$ cat config.mk
export PLATFORM = sky130hd
export DESIGN_NAME = inoutptr_oh_multi_flat
export DESIGN_NICKNAME = d
export VERILOG_FILES = /design/src/rtl/inoutptr_oh_multi_if.sv /design/src/rtl/inoutptr_oh_multi.sv /design/src/flat_wrapper.sv
export SDC_FILE = /design/constraint.sdc
export NUM_CORES = 1
export LEC_CHECK = 0
export ABC_AREA = 1
export BUFFER_PORTS_ARGS = -buffer_cell sky130_fd_sc_hd__buf_2
export CAP_MARGIN = 20
export CORE_ASPECT_RATIO = 1.75
export CORE_MARGIN = 3
export CORE_UTILIZATION = 40
export DETAILED_ROUTE_END_ITERATION = 8
export PLACE_DENSITY = 0.63
export SETUP_SLACK_MARGIN = 0.5
export SLEW_MARGIN = 5
export SYNTH_ARGS = -nofsm -noshare
export SYNTH_HDL_FRONTEND = slang
export SYNTH_SLANG_ARGS = --single-unit
$ cat constraint.sdc
create_clock -name i_clk -period 6.1 [get_ports i_clk]
set_input_delay 0.305 -clock i_clk [delete_from_list [all_inputs] [get_ports i_clk]]
set_output_delay 0.305 -clock i_clk [all_outputs]
set_load 0.005 [all_outputs]
$ cat src/rtl/inoutptr_oh_multi_if.sv
// Request/status bundle for the multi-lane one-hot ring pointer manager.
// The requester drives the master side; the pointer manager implements the slave side.
interface inoutptr_oh_multi_if #(
  parameter int SIZE      = 32,
  parameter int IN_WIDTH  = 2,
  parameter int OUT_WIDTH = 2
);
  localparam int IW = $clog2(IN_WIDTH + 1);
  localparam int OW = $clog2(OUT_WIDTH + 1);
  localparam int CW = $clog2(SIZE + 1);

  logic                      i_flush;
  logic [IW-1:0]             i_in_num;
  logic                      o_in_ready;
  logic [IN_WIDTH*SIZE-1:0]  o_in_ptr;
  logic [OW-1:0]             i_out_num;
  logic [OUT_WIDTH*SIZE-1:0] o_out_ptr;
  logic [CW-1:0]             o_count;
  logic [CW-1:0]             o_free_num;
  logic [SIZE-1:0]           o_valid_mask;
  logic                      o_full;
  logic                      o_empty;
  logic                      o_err;

  modport master (
    output i_flush, i_in_num, i_out_num,
    input  o_in_ready, o_in_ptr, o_out_ptr, o_count, o_free_num,
           o_valid_mask, o_full, o_empty, o_err
  );

  modport slave (
    input  i_flush, i_in_num, i_out_num,
    output o_in_ready, o_in_ptr, o_out_ptr, o_count, o_free_num,
           o_valid_mask, o_full, o_empty, o_err
  );
endinterface

$ cat src/rtl/inoutptr_oh_multi.sv
// Multi-lane one-hot circular pointer manager for a SIZE-entry ring: up to IN_WIDTH
// allocations and OUT_WIDTH retirements per cycle, with occupancy bitmap and flush.
module inoutptr_oh_multi #(
  parameter int SIZE      = 32,
  parameter int IN_WIDTH  = 2,
  parameter int OUT_WIDTH = 2
) (
  input  logic               i_clk,
  input  logic               i_reset_n,
  inoutptr_oh_multi_if.slave bus
);
  localparam int              CW      = $clog2(SIZE + 1);
  localparam logic [SIZE-1:0] PTR_RST = {{(SIZE-1){1'b0}}, 1'b1};
  localparam logic [CW-1:0]   SIZE_C  = CW'(SIZE);
  localparam logic [CW-1:0]   IN_MAX  = CW'(IN_WIDTH);
  localparam logic [CW-1:0]   OUT_MAX = CW'(OUT_WIDTH);

  function automatic logic [SIZE-1:0] rotl(input logic [SIZE-1:0] v, input int n);
    logic [2*SIZE-1:0] d;
    d = {v, v} << n;
    return d[2*SIZE-1:SIZE];
  endfunction

  logic [SIZE-1:0] in_ptr_q, in_ptr_d, out_ptr_q, out_ptr_d, mask_q, mask_d;
  logic [CW-1:0]   count_q, count_d, free_q, free_d;
  logic            full_q, full_d, empty_q, empty_d, err_q, err_d;

  logic [CW-1:0]             in_num_s, out_num_s;
  logic                      alloc_s, retire_s;
  logic [IN_WIDTH*SIZE-1:0]  in_lanes_s;
  logic [OUT_WIDTH*SIZE-1:0] out_lanes_s;
  logic [SIZE-1:0]           set_s, clr_s;

  assign in_num_s  = CW'(bus.i_in_num);
  assign out_num_s = CW'(bus.i_out_num);
  // Acceptance uses registered occupancy only, so same-cycle traffic never makes room.
  assign alloc_s   = (in_num_s != '0) && (in_num_s <= IN_MAX) && (in_num_s <= free_q);
  assign retire_s  = (out_num_s != '0) && (out_num_s <= OUT_MAX) && (out_num_s <= count_q);

  // Lane k addresses the entry k steps past its base pointer; requested lanes form the masks.
  always_comb begin
    in_lanes_s  = '0;
    out_lanes_s = '0;
    set_s       = '0;
    clr_s       = '0;
    for (int k = 0; k < IN_WIDTH; k++) begin
      in_lanes_s[k*SIZE +: SIZE] = rotl(in_ptr_q, k);
      set_s = set_s | ((k < int'(bus.i_in_num)) ? rotl(in_ptr_q, k) : '0);
    end
    for (int k = 0; k < OUT_WIDTH; k++) begin
      out_lanes_s[k*SIZE +: SIZE] = rotl(out_ptr_q, k);
      clr_s = clr_s | ((k < int'(bus.i_out_num)) ? rotl(out_ptr_q, k) : '0);
    end
  end

  // Next-state: flush wins, otherwise allocate and retire sides update independently.
  always_comb begin
    in_ptr_d  = in_ptr_q;
    out_ptr_d = out_ptr_q;
    count_d   = count_q;
    mask_d    = mask_q;
    err_d     = 1'b0;
    if (bus.i_flush) begin
      in_ptr_d  = PTR_RST;
      out_ptr_d = PTR_RST;
      count_d   = '0;
      mask_d    = '0;
      err_d     = 1'b0;
    end else begin
      in_ptr_d  = alloc_s  ? rotl(in_ptr_q, int'(bus.i_in_num))   : in_ptr_q;
      out_ptr_d = retire_s ? rotl(out_ptr_q, int'(bus.i_out_num)) : out_ptr_q;
      count_d   = count_q + (alloc_s ? in_num_s : '0) - (retire_s ? out_num_s : '0);
      mask_d    = (mask_q | (alloc_s ? set_s : '0)) & ~(retire_s ? clr_s : '0);
      err_d     = ((in_num_s != '0) && !alloc_s) || ((out_num_s != '0) && !retire_s);
    end
    free_d  = SIZE_C - count_d;
    full_d  = (count_d == SIZE_C);
    empty_d = (count_d == '0);
  end

  // State and registered status outputs.
  always_ff @(posedge i_clk or negedge i_reset_n) begin
    if (!i_reset_n) begin
      in_ptr_q  <= PTR_RST;
      out_ptr_q <= PTR_RST;
      count_q   <= '0;
      free_q    <= SIZE_C;
      mask_q    <= '0;
      full_q    <= 1'b0;
      empty_q   <= 1'b1;
      err_q     <= 1'b0;
    end else begin
      in_ptr_q  <= in_ptr_d;
      out_ptr_q <= out_ptr_d;
      count_q   <= count_d;
      free_q    <= free_d;
      mask_q    <= mask_d;
      full_q    <= full_d;
      empty_q   <= empty_d;
      err_q     <= err_d;
    end
  end

  assign bus.o_in_ready   = (in_num_s <= free_q);
  assign bus.o_in_ptr     = in_lanes_s;
  assign bus.o_out_ptr    = out_lanes_s;
  assign bus.o_count      = count_q;
  assign bus.o_free_num   = free_q;
  assign bus.o_valid_mask = mask_q;
  assign bus.o_full       = full_q;
  assign bus.o_empty      = empty_q;
  assign bus.o_err        = err_q;

  inoutptr_oh_multi_chk #(.SIZE(SIZE)) u_chk (
    .i_clk     (i_clk),
    .i_reset_n (i_reset_n),
    .i_in_ptr  (in_ptr_q),
    .i_out_ptr (out_ptr_q),
    .i_count   (count_q),
    .i_mask    (mask_q),
    .i_full    (full_q),
    .i_empty   (empty_q)
  );
endmodule

// Structural invariants of the ring state.
module inoutptr_oh_multi_chk #(
  parameter int SIZE = 32
) (
  input logic                       i_clk,
  input logic                       i_reset_n,
  input logic [SIZE-1:0]            i_in_ptr,
  input logic [SIZE-1:0]            i_out_ptr,
  input logic [$clog2(SIZE+1)-1:0]  i_count,
  input logic [SIZE-1:0]            i_mask,
  input logic                       i_full,
  input logic                       i_empty
);
  function automatic logic [SIZE-1:0] rotl(input logic [SIZE-1:0] v, input int n);
    logic [2*SIZE-1:0] d;
    d = {v, v} << n;
    return d[2*SIZE-1:SIZE];
  endfunction

  a_popcount: assert property (@(posedge i_clk) disable iff (!i_reset_n)
    $countones(i_mask) == int'(i_count));
  a_ptr_gap: assert property (@(posedge i_clk) disable iff (!i_reset_n)
    i_in_ptr == rotl(i_out_ptr, int'(i_count)));
  a_full_empty: assert property (@(posedge i_clk) disable iff (!i_reset_n)
    !(i_full && i_empty));
  a_onehot: assert property (@(posedge i_clk) disable iff (!i_reset_n)
    $onehot(i_in_ptr) && $onehot(i_out_ptr));
endmodule

$ cat src/flat_wrapper.sv
// flat-port wrapper written by rule: the top's interface ports become plain ports
module inoutptr_oh_multi_flat 
#(
  parameter int SIZE      = 32,
  parameter int IN_WIDTH  = 2,
  parameter int OUT_WIDTH = 2
)
  (i_clk, i_reset_n, bus_i_flush, bus_i_in_num, bus_i_out_num, bus_o_in_ready, bus_o_in_ptr, bus_o_out_ptr, bus_o_count, bus_o_free_num, bus_o_valid_mask, bus_o_full, bus_o_empty, bus_o_err);
  inoutptr_oh_multi_if #(.SIZE(SIZE), .IN_WIDTH(IN_WIDTH), .OUT_WIDTH(OUT_WIDTH)) bus_i ();
  input  logic i_clk;
  input  logic i_reset_n;
  input wire logic [$bits(bus_i.i_flush)-1:0] bus_i_flush;
  input wire logic [$bits(bus_i.i_in_num)-1:0] bus_i_in_num;
  input wire logic [$bits(bus_i.i_out_num)-1:0] bus_i_out_num;
  output wire logic [$bits(bus_i.o_in_ready)-1:0] bus_o_in_ready;
  output wire logic [$bits(bus_i.o_in_ptr)-1:0] bus_o_in_ptr;
  output wire logic [$bits(bus_i.o_out_ptr)-1:0] bus_o_out_ptr;
  output wire logic [$bits(bus_i.o_count)-1:0] bus_o_count;
  output wire logic [$bits(bus_i.o_free_num)-1:0] bus_o_free_num;
  output wire logic [$bits(bus_i.o_valid_mask)-1:0] bus_o_valid_mask;
  output wire logic [$bits(bus_i.o_full)-1:0] bus_o_full;
  output wire logic [$bits(bus_i.o_empty)-1:0] bus_o_empty;
  output wire logic [$bits(bus_i.o_err)-1:0] bus_o_err;
  assign bus_i.i_flush = bus_i_flush;
  assign bus_i.i_in_num = bus_i_in_num;
  assign bus_i.i_out_num = bus_i_out_num;
  assign bus_o_in_ready = bus_i.o_in_ready;
  assign bus_o_in_ptr = bus_i.o_in_ptr;
  assign bus_o_out_ptr = bus_i.o_out_ptr;
  assign bus_o_count = bus_i.o_count;
  assign bus_o_free_num = bus_i.o_free_num;
  assign bus_o_valid_mask = bus_i.o_valid_mask;
  assign bus_o_full = bus_i.o_full;
  assign bus_o_empty = bus_i.o_empty;
  assign bus_o_err = bus_i.o_err;
  inoutptr_oh_multi #(.SIZE(SIZE), .IN_WIDTH(IN_WIDTH), .OUT_WIDTH(OUT_WIDTH)) u_core (.i_clk(i_clk), .i_reset_n(i_reset_n), .bus(bus_i));
endmodule
## Word level (Yosys, flattened, before mapping)

Cells that the tools add are included.

- $add $sub $neg: 3
- $lt $le $gt $ge: 8
- Equality and inequality tests: 1
- Shift operators: 2
- Mux-type cells: 15
- Bitwise gates (word level): 5
- Reduce and logical (&&, ||, !) cells: 14

Operators with widths:

| cell | number |
|---|---|
| $mux W32 | 11 |
| $shl A64 B2 Y64 | 2 |
| $or A32 B32 Y32 | 3 |
| $and A32 B32 Y32 | 1 |
| $not A32 Y32 | 1 |
| $le A2 B6 Y1 | 2 |
| $reduce_bool A6 Y1 | 2 |
| $lt A1 B2 Y1 const A | 4 |
| $add A6 B6 Y6 | 1 |
| $eq A6 B6 Y1 const B | 1 |
| $logic_and A1 B1 Y1 | 6 |
| $logic_not A6 Y1 | 1 |
| $mux W6 | 1 |
| $sub A6 B6 Y6 | 1 |
| $sub A6 B6 Y6 const A | 1 |
| $le A2 B2 Y1 const B | 2 |
| $mux W2 | 2 |
| $reduce_bool A2 Y1 | 2 |
| $logic_not A1 Y1 | 2 |
| $logic_or A1 B1 Y1 | 1 |
| $mux W1 | 1 |

- Flip-flop bits (word level): 111
- Input bits: 7
- Word-level logic and storage cells: 56

## Depth between registers and ports, before layout

Gate-level depths: netlist (run 1).

- Depth in word-level cells: 8
- Mapped depth: 23

## Least setup slack after synthesis (run 1)

Ideal clock, no wire load.

- Path type: input port to flip-flop
- Start point: in bus_i_out_num[1]
- End point: reg u_core.free_q[4], in the netlist u_core.bus.o_free_num[4]
- Arrival time: 3378 ps
- Required time: 5978 ps
- Slack: 2600 ps
- Cell stages on the path: 16
- Path buffers: 3
- Cell sequence: buf_4 inv_2 clkbuf_1 ha_1 nand2_4 clkbuf_1 nor2_1 fa_1 inv_1 fa_1 nand2_4 ha_1 inv_1 nor2_1 nand2_1 xor2_1

- Longest elaborated chain between the ends: 7
- Elaborated cells between the ends (all ways): 9
- Classes of those cells: 2 x add/sub; 2 x order compare; 2 x mux; 3 x reduce/logical

RTL lines:

| what | line | RTL |
|---|---|---|
| from (decl) | flat_wrapper.sv:14 | `input wire logic [$bits(bus_i.i_out_num)-1:0] bus_i_out_num;` |
| parallel branches: the longest is 3 deep, another holds $le A2 B6 Y1 | n/a |  |
| $mux W2 (*) | inoutptr_oh_multi.sv:72 | `count_d = count_q + (alloc_s ? in_num_s : '0) - (retire_s ? out_num_s : '0);` |
| $sub A6 B6 Y6 (*) | inoutptr_oh_multi.sv:72 |  |
| $mux W6 (*) | inoutptr_oh_multi.sv:63 | `if (bus.i_flush) begin` |
| $sub A6 B6 Y6 (*) | inoutptr_oh_multi.sv:76 | `free_d = SIZE_C - count_d;` |
| net u_core.free_d[4] | inoutptr_oh_multi.sv:25 | `logic [CW-1:0] count_q, count_d, free_q, free_d;` |
| to (signal assigned) | inoutptr_oh_multi.sv:96 | `free_q <= free_d;` |
| to (decl) | inoutptr_oh_multi.sv:25 |  |

Mark *: on every way through the listed nets, which the timed path passes.
A chain may end at the register's enable or synchronous reset.

## Final worst setup path (run 1)

- Start point: reg u_core.count_q[0], in the netlist u_core.bus.o_count[0]
- End point: reg u_core.free_q[4], in the netlist u_core.bus.o_free_num[4]

- Longest elaborated chain between the ends: 6
- Elaborated cells between the ends (all ways): 7
- Classes of those cells: 3 x add/sub; 1 x order compare; 2 x mux; 1 x reduce/logical

RTL lines:

| what | line | RTL |
|---|---|---|
| from (decl) | inoutptr_oh_multi.sv:25 |  |
| from (signal assigned) | inoutptr_oh_multi.sv:95 | `count_q <= count_d;` |
| $le A2 B6 Y1 | inoutptr_oh_multi.sv:38 | `assign retire_s = (out_num_s != '0) && (out_num_s <= OUT_MAX) && (out_num_s <= count_q);` |
| $logic_and A1 B1 Y1 | inoutptr_oh_multi.sv:38 |  |
| $mux W2 | inoutptr_oh_multi.sv:72 |  |
| $sub A6 B6 Y6 (*) | inoutptr_oh_multi.sv:72 |  |
| $mux W6 (*) | inoutptr_oh_multi.sv:63 |  |
| $sub A6 B6 Y6 (*) | inoutptr_oh_multi.sv:76 |  |
| net u_core.free_d[4] | inoutptr_oh_multi.sv:25 |  |

Mark *: on every way through the listed nets, which the timed path passes. The rest lies on a longest branch.

==> results of run 1 <==
routing by layer:
layer / share of wire [%] / up-vias
met1: 42 / 3387
li1: - / 3659
met5: 0 / -
met3: 5.4 / 32
met2: 50 / 264
met4: 2.8 / 0
report_power, final:
group / switching, mW / leakage, nW / internal (mW)
combinational: 0.727 / 2.98 / 0.425
clock: 0.279 / 0.139 / 0.318
sequential: 0.125 / 1.46 / 0.873
through the flow:
stage / hold WS (ns) / std cells / utilization (%) / instance area, um2
floorplan: 0.00941 / 1112 / - / 7730
global placement: 0.331 / 1398 / 43.1 / 8120
detailed placement: 0.333 / 1398 / 43.1 / 8120
CTS: 0.387 / 1415 / 44.7 / 8410
global route: 0.430 / 1416 / 44.7 / 8410
finish: 0.413 / 1416 / 44.7 / 8410
worst max-delay path, stage by stage, from the launching register on:
cell and delay, ns:
dfrtp_1 0.46, ha_1 0.32, nand2_1 0.08, nand4_2 0.62, nand2_2 0.82, inv_1 0.38, nand2_1 0.18, fa_1 0.42
inv_1 0.11, fa_1 0.43, nand2_4 0.10, ha_1 0.17, inv_1 0.05, nor2_1 0.20, nand2_1 0.09, xor2_1 0.15
path summary, 6_finish.rpt:
path                                               endpoint                  start  cells after the start
worst max-delay path               u_core.bus.o_free_num[4]  u_core.bus.o_count[0]                     15
worst min register to register           u_core.in_ptr_q[0]     u_core.in_ptr_q[0]                      2
worst max register to register     u_core.bus.o_free_num[4]  u_core.bus.o_count[0]                     15
worst min-delay path                    u_core.out_ptr_q[0]            bus_i_flush                      3
max in group asynchronous       u_core.bus.o_valid_mask[27]              i_reset_n                      3
min in group asynchronous                u_core.in_ptr_q[7]              i_reset_n                      2
cell families (layout without fill, tap and decap cells):
| group | count (synthesis) | after routing |
|---|---|---|
| AO/OA/AOI/OAI | 212 | 212 |
| XOR/XNOR | 2 | 2 |
| adder cells (fa/ha/maj) | 17 | 17 |
| buffers and inverters | 270 | 335 |
| flip-flops | 110 | 110 |
| multiplexers | 19 | 19 |
| other | 0 | 1 |
| AND/OR/NAND/NOR | 482 | 482 |
flip-flops by register name, indices dropped and copies added (netlist names):
register and cells:
u_core.bus.o_full 1, u_core.bus.o_valid_mask 32, u_core.bus.o_err 1, u_core.bus.o_free_num 5, u_core.bus.o_count 6, u_core.out_ptr_q 32
u_core.in_ptr_q 32, u_core.bus.o_empty 1
layout make-up:
| type | count | area share (%) |
|---|---|---|
| Clock buffer | 11 | 2.77 |
| Antenna cell | 1 | 0.0297 |
| Tap cell | 238 | 3.54 |
| Multi-Input combinational cell | 732 | 42.8 |
| Clock inverter | 5 | 0.625 |
| Sequential cell | 110 | 32.8 |
| Timing Repair Buffer | 191 | 11.7 |
| Inverter | 128 | 5.74 |
cell usage in the layout, fill, tap and decap left out, drive strengths merged, types with 5 or more instances in the layout:
| cell type | instances |
|---|---|
| nand2 | 287 |
| buf | 190 |
| o21ai | 159 |
| inv | 128 |
| dfrtp | 106 |
| nand3 | 105 |
| nor2 | 53 |
| o22ai | 47 |
| nor3 | 35 |
| mux2i | 19 |
| ha | 15 |
| clkbuf | 11 |
| a21oi | 5 |
==> out/results.txt, run 1 <==
Most common cell in the netlist - nand2_1
DP Wirelength - 15.8 mm
Final Hold Fails - 0
Die area - 21100 um2
Critical path class - flip-flop to flip-flop
Clock Skew - 0.0115 ns
Most used DFF post-synth - dfrtp_1
First-pass GRT wire length - 35.0 mm
Hold_buf cts - 1
# H-tree levels - 3
CTS max path bufs - 2
Post-Syn Area - 7730 um2
Leak - 4.58 nW
XOR/XNOR Fraction of Synth Area - 0.227%
Post-route worst setup slack - 1.40 ns
Initial antenna violation count - 1
Crit. End Element - flip-flop
Post-synthesis sequential area ratio - 35.7%
Power density cells - 327 nW/um2
Largest net degree at the start of global routing - 90
Met1 Usage GRT - 25.8%
Internal reg-to-reg setup slack - 1.40 ns
Final min period - 4.70 ns
CTS tree - done
HP Class - input port to flip-flop
DR iter-0 viols - 426
Gp weighted congestion - 0.846
Average size of a mapped cell - 6.95 um2
Highest Clock Rate - 213 MHz
Layout cells sized above 1 - 19.0%
Post-Synth Simple-Gate Area - 26.3%
Worst rel slew slack - 31.2%
Synth top cells by count - nand2_1, o21ai_0, inv_1
Synth Register Bits - 110
WL/cell - 15.4 um
Reg area - 2760 um2
GR Util All Layers - 20.3%
Setup Fix Bufs, Post-CTS - 0
Filler cells - 1988
EDFF count, synth - 0
Sink Count - 110
Synth top area share - 34.3%
Yosys top cell by area - dfrtp_1
Setup_tns - 0 ns
Status - complete, no violations
Post-cts resize count - 0
Adder and majority cell fraction of the synthesized area - 2.94%
Most Used Layer, Global Route - met2
Starting Density - 41.1%
Worst-path fanout max - 42
Clk pin slew, worst setup/hold paths - 0.08 ns
Crit share post-route - 77.0%
Routed Wire Length - 21.8 mm
Async set or reset register ratio after synthesis - 100%
Multi-input gate area - 3600 um2
Met2 global-route usage - 35.0%
Total CTS buffers - 9
Residual DRC - 0
ANT nets after route - 0
WP data required - 6.34 ns
Via count - 7342
Congestion Overflow GR - 0
Die height - 190 um
# setup viols final - 0
Area Growth Syn to Fin - 8.79%
CP startpoint kind - flip-flop
VDD IR max - 0.147 mV
Clock latency on the worst-skew pair - 0.36 ns
Synth Net Count - 1136
Place WS - 1.36 ns
Met3 Track Usage GR - 2.10%
Cell Rows - 66
Post-synth cell types - 32
Layout Nets - 1196
MaxCap Viol Count - 0
Slew @ Worst Pin - 1.03 ns
Pwr Total - 2.75 mW
Die Wd - 111 um
Area contributors post-synth - dfrtp_1, nand2_1, o21ai_0
Post-synthesis compound-gate area fraction - 14.7%
Final slew viol count - 0
Synth warn - 0
RSZ-0062 raised after global routing - false
I/O Pins - 183
Vias per cell - 5.19
Core box area - 18800 um2
CP Data Arrival Time - 4.94 ns
Clock root cell - clkbuf_16
Number of global-route vias before repair - 6820
Cells after Synth - 1112
Largest family of logic cells by synthesized area - simple AND/OR/NAND/NOR gates
TritonRoute pass-1 iters - 5
Multiplexer share of the synthesized area - 2.46%
IO buf count - 182
(Power assumes the default switching activity.)
==> run 2, diff against run 1 <==
- clock period: 6.1 -> 4.65 ns (I/O delays scaled with it)
==> out/results.txt, run 2 (synthesized netlist as in run 1, its figures left out) <==
Power density cells - 434 nW/um2 (+33%)
TritonRoute pass-1 iters - 5 (unchanged)
Final Hold Fails - 0 (unchanged)
DR iter-0 viols - 493 (+16%)
Setup_tns - 0 ns (unchanged)
Residual DRC - 0 (unchanged)
Vias per cell - 5.23 (+0.90%)
Post-route worst setup slack - 1.19 ns (-0.217 ns)
Sink Count - 110 (unchanged)
Slew @ Worst Pin - 1.09 ns (+0.0615 ns)
MaxCap Viol Count - 0 (unchanged)
Die height - 190 um (unchanged)
HP Class - input port to flip-flop
Number of global-route vias before repair - 7008 (+2.8%)
Status - complete, no violations
Slowest stage cell, crit path - fa_1
Worst-path fanout max - 35 (-17%)
DP Wirelength - 15.8 mm (-0.42%)
WP data required - 4.89 ns (-1.45 ns)
Worst rel slew slack - 27.1% (-4.1 points)
Final slew viol count - 0 (unchanged)
Via count - 7424 (+1.1%)
Final min period - 3.46 ns (-1.23 ns)
P_sw - 1.50 mW (+32%)
WL/cell - 15.7 um (+1.9%)
Int Pwr - 2.18 mW (+35%)
Clock latency on the worst-skew pair - 0.36 ns (about the same)
RSZ-0062 raised after global routing - false
CTS max path bufs - 2 (unchanged)
CP startpoint kind - flip-flop
Finished Cell Area - 8480 um2 (+0.77%)
Die area - 21100 um2 (unchanged)
Crit. End Element - flip-flop
Core box area - 18800 um2 (unchanged)
CTS tree - done
Starting Density - 41.1% (unchanged)
Commonest non-fill, non-tap cell in the layout - nand2_1
Critical path class - flip-flop to flip-flop
Clock group share of total power - 23.2% (+1.5 points)
Gp weighted congestion - 0.882 (+4.3%)
Layout cells sized above 1 - 19.4% (+0.36 points)
GR Util All Layers - 20.8% (+0.52 points)
Initial antenna violation count - 0 (-1)
Routed Wire Length - 22.2 mm (+2.1%)
Layout Cells excl Fill - 1419 (+0.21%)
CP Data Arrival Time - 3.70 ns (-1.24 ns)
I/O Pins - 183 (unchanged)
Crit share post-route - 74.5% (-2.5 points)
Die Wd - 111 um (unchanged)
Area of placed instances - 8140 um2 (+0.28%)
Clk pin slew, worst setup/hold paths - 0.08 ns (about the same)
Place WS - 0.905 ns (-0.456 ns)
ANT nets after route - 0 (unchanged)
Max incr delay on CP - 0.53 ns (-0.29 ns)
Clock root cell - clkbuf_16
Combinational power share - 41.6% (-0.3 points)
Leak - 4.61 nW (+0.75%)
Congestion Overflow GR - 0 (unchanged)
# H-tree levels - 3 (unchanged)
Highest Clock Rate - 289 MHz (+36%)
Commonest cells after routing, fill and taps aside - nand2_1, buf_2, o21ai_0
Number of diodes - 0 (-1)
Layout Utilization - 45.0% (+0.35 points)
Pwr Total - 3.68 mW (+34%)
Largest net degree at the start of global routing - 77 (-14%)
Hold WS - 0.360 ns (-0.0532 ns)
# setup viols final - 0 (unchanged)
Cells after DPL - 1401 (+0.21%)
Clock Skew - 0.0141 ns (+0.00259 ns)
IO buf count - 182 (unchanged)
Area Growth Syn to Fin - 9.63%
VDD IR max - 0.189 mV (+28%)
First-pass GRT wire length - 35.9 mm (+2.6%)
Layout Nets - 1200 (+0.33%)
Cell Chain, Critical Path - ha_1 -> a21oi_2 -> o21ai_2 -> nand2_4 -> nor2_1 -> fa_1 -> inv_1 -> fa_1 -> nand2_4 -> ha_1 -> inv_1 -> nor2_1 -> nand2_1 -> xor2_1
Part of the power in registers - 35.3% (-1.0 points)
Cell Rows - 66 (unchanged)
Switching share of total power - 40.7% (-0.49 points)
Post-cts resize count - 0 (unchanged)
Total CTS buffers - 9 (unchanged)
-- run 2: area by class of cell --
type	count	area (um2)
fillers	1984	10300
flip-flops and latches	110	2760
repair buffers	195	1020
well taps	238	298
clock buffers	10	229
multi-input cells	732	3600
clock inverters	6	86.3
inverters	128	483
-- run 2: metal layers --
| metal | global-route usage (%) | share of wire [%] | vias up |
|---|---|---|---|
| met3 | 2.13 | 4.0 | 41 |
| met4 | 8.85 | 3.4 | 0 |
| met5 | 0 | 0 | - |
| li1 | - | - | 3673 |
| met2 | 35.9 | 50 | 213 |
| met1 | 26.5 | 43 | 3497 |
-- run 2: worst paths after layout --
check | start | end | slack, ns | cells past startpoint
setup / recovery | u_core.bus.o_count[0] | u_core.bus.o_free_num[4] | 1.19 | 14
hold / removal | bus_i_flush | u_core.in_ptr_q[31] | 0.36 | 4
setup reg to reg | u_core.bus.o_count[0] | u_core.bus.o_free_num[4] | 1.19 | 14
hold reg to reg | u_core.in_ptr_q[0] | u_core.in_ptr_q[0] | 0.52 | 2
max in group asynchronous | i_reset_n | u_core.bus.o_full | 2.93 | 3
min in group asynchronous | i_reset_n | u_core.in_ptr_q[8] | 0.48 | 2
-- run 2: power by group through the flow --
stage | Clock [mW] | Sequential, mW | Combinational (mW)
finish | 0.852 | 1.30 | 1.53
global route | 0.903 | 1.33 | 1.75
CTS | 0.870 | 1.30 | 1.54
detailed placement | 0 | 1.32 | 1.53
global placement | 0 | 1.31 | 1.51
floorplan | 0 | 1.30 | 1.12
-- run 2: repair_timing --
item / in CTS / in global routing
hold buffers: 1 / 0
endpoints found under the hold margin: 52 / 0
buffers inserted: 0 / 0
-- run 2: worst max-delay path, delay by kind of cell (launching register included) --
family | cells | cell delay (ns)
fa+ha+maj | 4 | 1.56
simple gates | 5 | 0.84
flops | 1 | 0.46
compound gates | 2 | 0.24
xor+xnor | 1 | 0.15
buf+inv | 2 | 0.11
==> run 3, diff against run 2 <==
- PLACE_DENSITY: 0.63 -> 0.66
- clock period: 4.65 -> 2.8 ns (I/O delays scaled with it)
==> out/results.txt, run 3 (synthesized netlist as in run 1, its figures left out) <==
Total CTS buffers - 9 (unchanged)
Power density cells - 744 nW/um2 (+72%)
# setup viols final - 1 (+1)
First-pass GRT wire length - 35.3 mm (-1.9%)
TritonRoute pass-1 iters - 5 (unchanged)
# H-tree levels - 3 (unchanged)
I/O Pins - 183 (unchanged)
CP Data Arrival Time - 3.04 ns (-0.66 ns)
Worst rel slew slack - 52.1% (+25 points)
Initial antenna violation count - 0 (unchanged)
Die Wd - 111 um (unchanged)
Die height - 190 um (unchanged)
RSZ-0062 raised after global routing - true
Starting Density - 41.1% (unchanged)
Largest net degree at the start of global routing - 66 (-14%)
Pwr Total - 6.66 mW (+81%)
Clock latency on the worst-skew pair - 0.35 ns (about the same)
Clock Skew - 0.00853 ns (-0.00557 ns)
Congestion Overflow GR - 0 (unchanged)
Gp weighted congestion - 0.855 (-3.0%)
Commonest cells after routing, fill and taps aside - nand2_1, buf_2, o21ai_0
HP Class - input port to flip-flop
Worst-path fanout max - 3 (-91%)
Worst path bufs/invs - 5 (+3)
Slew @ Worst Pin - 0.717 ns (-0.376 ns)
DP Wirelength - 16.2 mm (+2.6%)
Crit. End Element - flip-flop
Cell Chain, Critical Path - inv_2 -> ha_4 -> inv_4 -> o21bai_4 -> nand4_4 -> nand2_4 -> inv_4 -> nand2_4 -> fa_1 -> inv_2 -> fa_2 -> nand2_4 -> ha_4 -> inv_2 -> nor2_4 -> nand2_2 -> xor2_1
Kind of cell adding the most delay to the critical path - adder cells
Reg area - 2760 um2 (about the same)
Slowest stage cell, crit path - fa_2
Layout Nets - 1229 (+2.4%)
Final min period - 2.80 ns (-0.660 ns)
IO buf count - 182 (unchanged)
Worst hold stages - 4 (unchanged)
Core box area - 18800 um2 (unchanged)
Sink Count - 110 (unchanged)
Status - finished, violations left
CP startpoint kind - flip-flop
Crit share post-route - 100% (+26 points)
Leak - 4.75 nW (+3.1%)
Cell Rows - 66 (unchanged)
Vias per cell - 5.18 (-1.1%)
Residual DRC - 0 (unchanged)
CTS tree - done
Number of global-route vias before repair - 6838 (-2.4%)
Place WS - -0.107 ns (-1.01 ns)
Crit path depth - 17 (+3)
Via count - 7495 (+0.96%)
Clk pin slew, worst setup/hold paths - 0.07 ns (about the same)
Die area - 21100 um2 (unchanged)
GR Util All Layers - 20.4% (-0.41 points)
Cells after DPL - 1424 (+1.6%)
Area Growth Syn to Fin - 15.7%
MaxCap Viol Count - 0 (unchanged)
Layout cells sized above 1 - 24.5% (+5.2 points)
Routed Wire Length - 22.3 mm (+0.28%)
Failing checks - setup timing
Max incr delay on CP - 0.46 ns (-0.07 ns)
WP data required - 3.04 ns (-1.85 ns)
Reg2Reg Depth - 17 (+3)
Number of diodes - 0 (unchanged)
Layout Cells excl Fill - 1448 (+2.0%)
Filler cells - 1916 (-3.4%)
CTS max path bufs - 2 (unchanged)
Commonest non-fill, non-tap cell in the layout - nand2_1
Post-route worst setup slack - -0.00452 ns (-1.19 ns)
Multi-input gate area - 3830 um2 (+6.2%)
VDD IR max - 0.377 mV (+100%)
Critical path class - flip-flop to flip-flop
ANT nets after route - 0 (unchanged)
Final Hold Fails - 0 (unchanged)
Final slew viol count - 0 (unchanged)
Clock root cell - clkbuf_16
Highest Clock Rate - 357 MHz (+24%)
DR iter-0 viols - 346 (-30%)
WL/cell - 15.4 um (-1.7%)
-- run 3: cell types whose count changed in the layout (fill, tap and decap cells not counted), sizes merged --
cell,delta
buf,+29
clkbuf,+2
clkinv,-2
-- run 3: worst min-delay path, delay by kind of cell --
| kind | cells | cell delay, ns |
|---|---|---|
| and+or+nand+nor | 2 | 0.18 |
| buffers and inverters | 1 | 0.20 |
| AOI/OAI and AO/OA | 1 | 0.06 |
-- run 3: cell type report --
cell class	instances	share of cell area, %
inverters	128	5.46
flip-flops and latches	110	30.8
well taps	238	3.33
clock inverters	4	0.811
multi-input cells	732	42.8
clock buffers	12	2.64
repair buffers	224	14.1
-- run 3: through the flow --
step | instance area [um2] | utilization [%] | hold WS, ns | setup TNS, ns
finish | 8940 | 47.5 | 0.261 | -0.00452
floorplan | 7830 | - | -0.156 | -0.525
CTS | 8820 | 46.8 | 0.246 | -0.0128
detailed placement | 8380 | 44.5 | 0.226 | -0.367
global route | 8940 | 47.5 | 0.267 | -0.690
global placement | 8380 | 44.5 | 0.225 | -0.122
-- run 3: final timing paths --
check | from | endpoint | slack, ns
min reg2reg | u_core.in_ptr_q[0] | u_core.in_ptr_q[0] | 0.52
min | bus_i_flush | u_core.in_ptr_q[4] | 0.26
min in group asynchronous | i_reset_n | u_core.bus.o_count[4] | 0.37
max in group asynchronous | i_reset_n | u_core.out_ptr_q[0] | 1.70
max | u_core.bus.o_free_num[1] | u_core.bus.o_free_num[4] | -0.005
max reg2reg | u_core.bus.o_free_num[1] | u_core.bus.o_free_num[4] | -0.005
-- run 3: metal layers --
layer	GRT usage [%]	part of all wire, %
met1	25.8	41
met2	36.2	51
met3	2.26	5.3
met4	6.84	2.1
met5	0	0
-- run 3: power breakdown --
part / switching (mW) / total [mW] / internal, mW
clock network: 0.591 / 1.38 / 0.785
registers: 0.250 / 2.15 / 1.90
logic: 1.86 / 3.13 / 1.26
total: 2.71 / 6.66 / 3.95
-- run 3: what timing repair did --
| action | in CTS | in global routing |
|---|---|---|
| gates resized for setup | 19 | 24 |
| hold endpoints to repair | 44 | 0 |
| setup buffers | 4 | 3 |
| pin swaps | 16 | 20 |
| endpoints found under the setup margin | 26 | 60 |
| hold buffers | 1 | 0 |
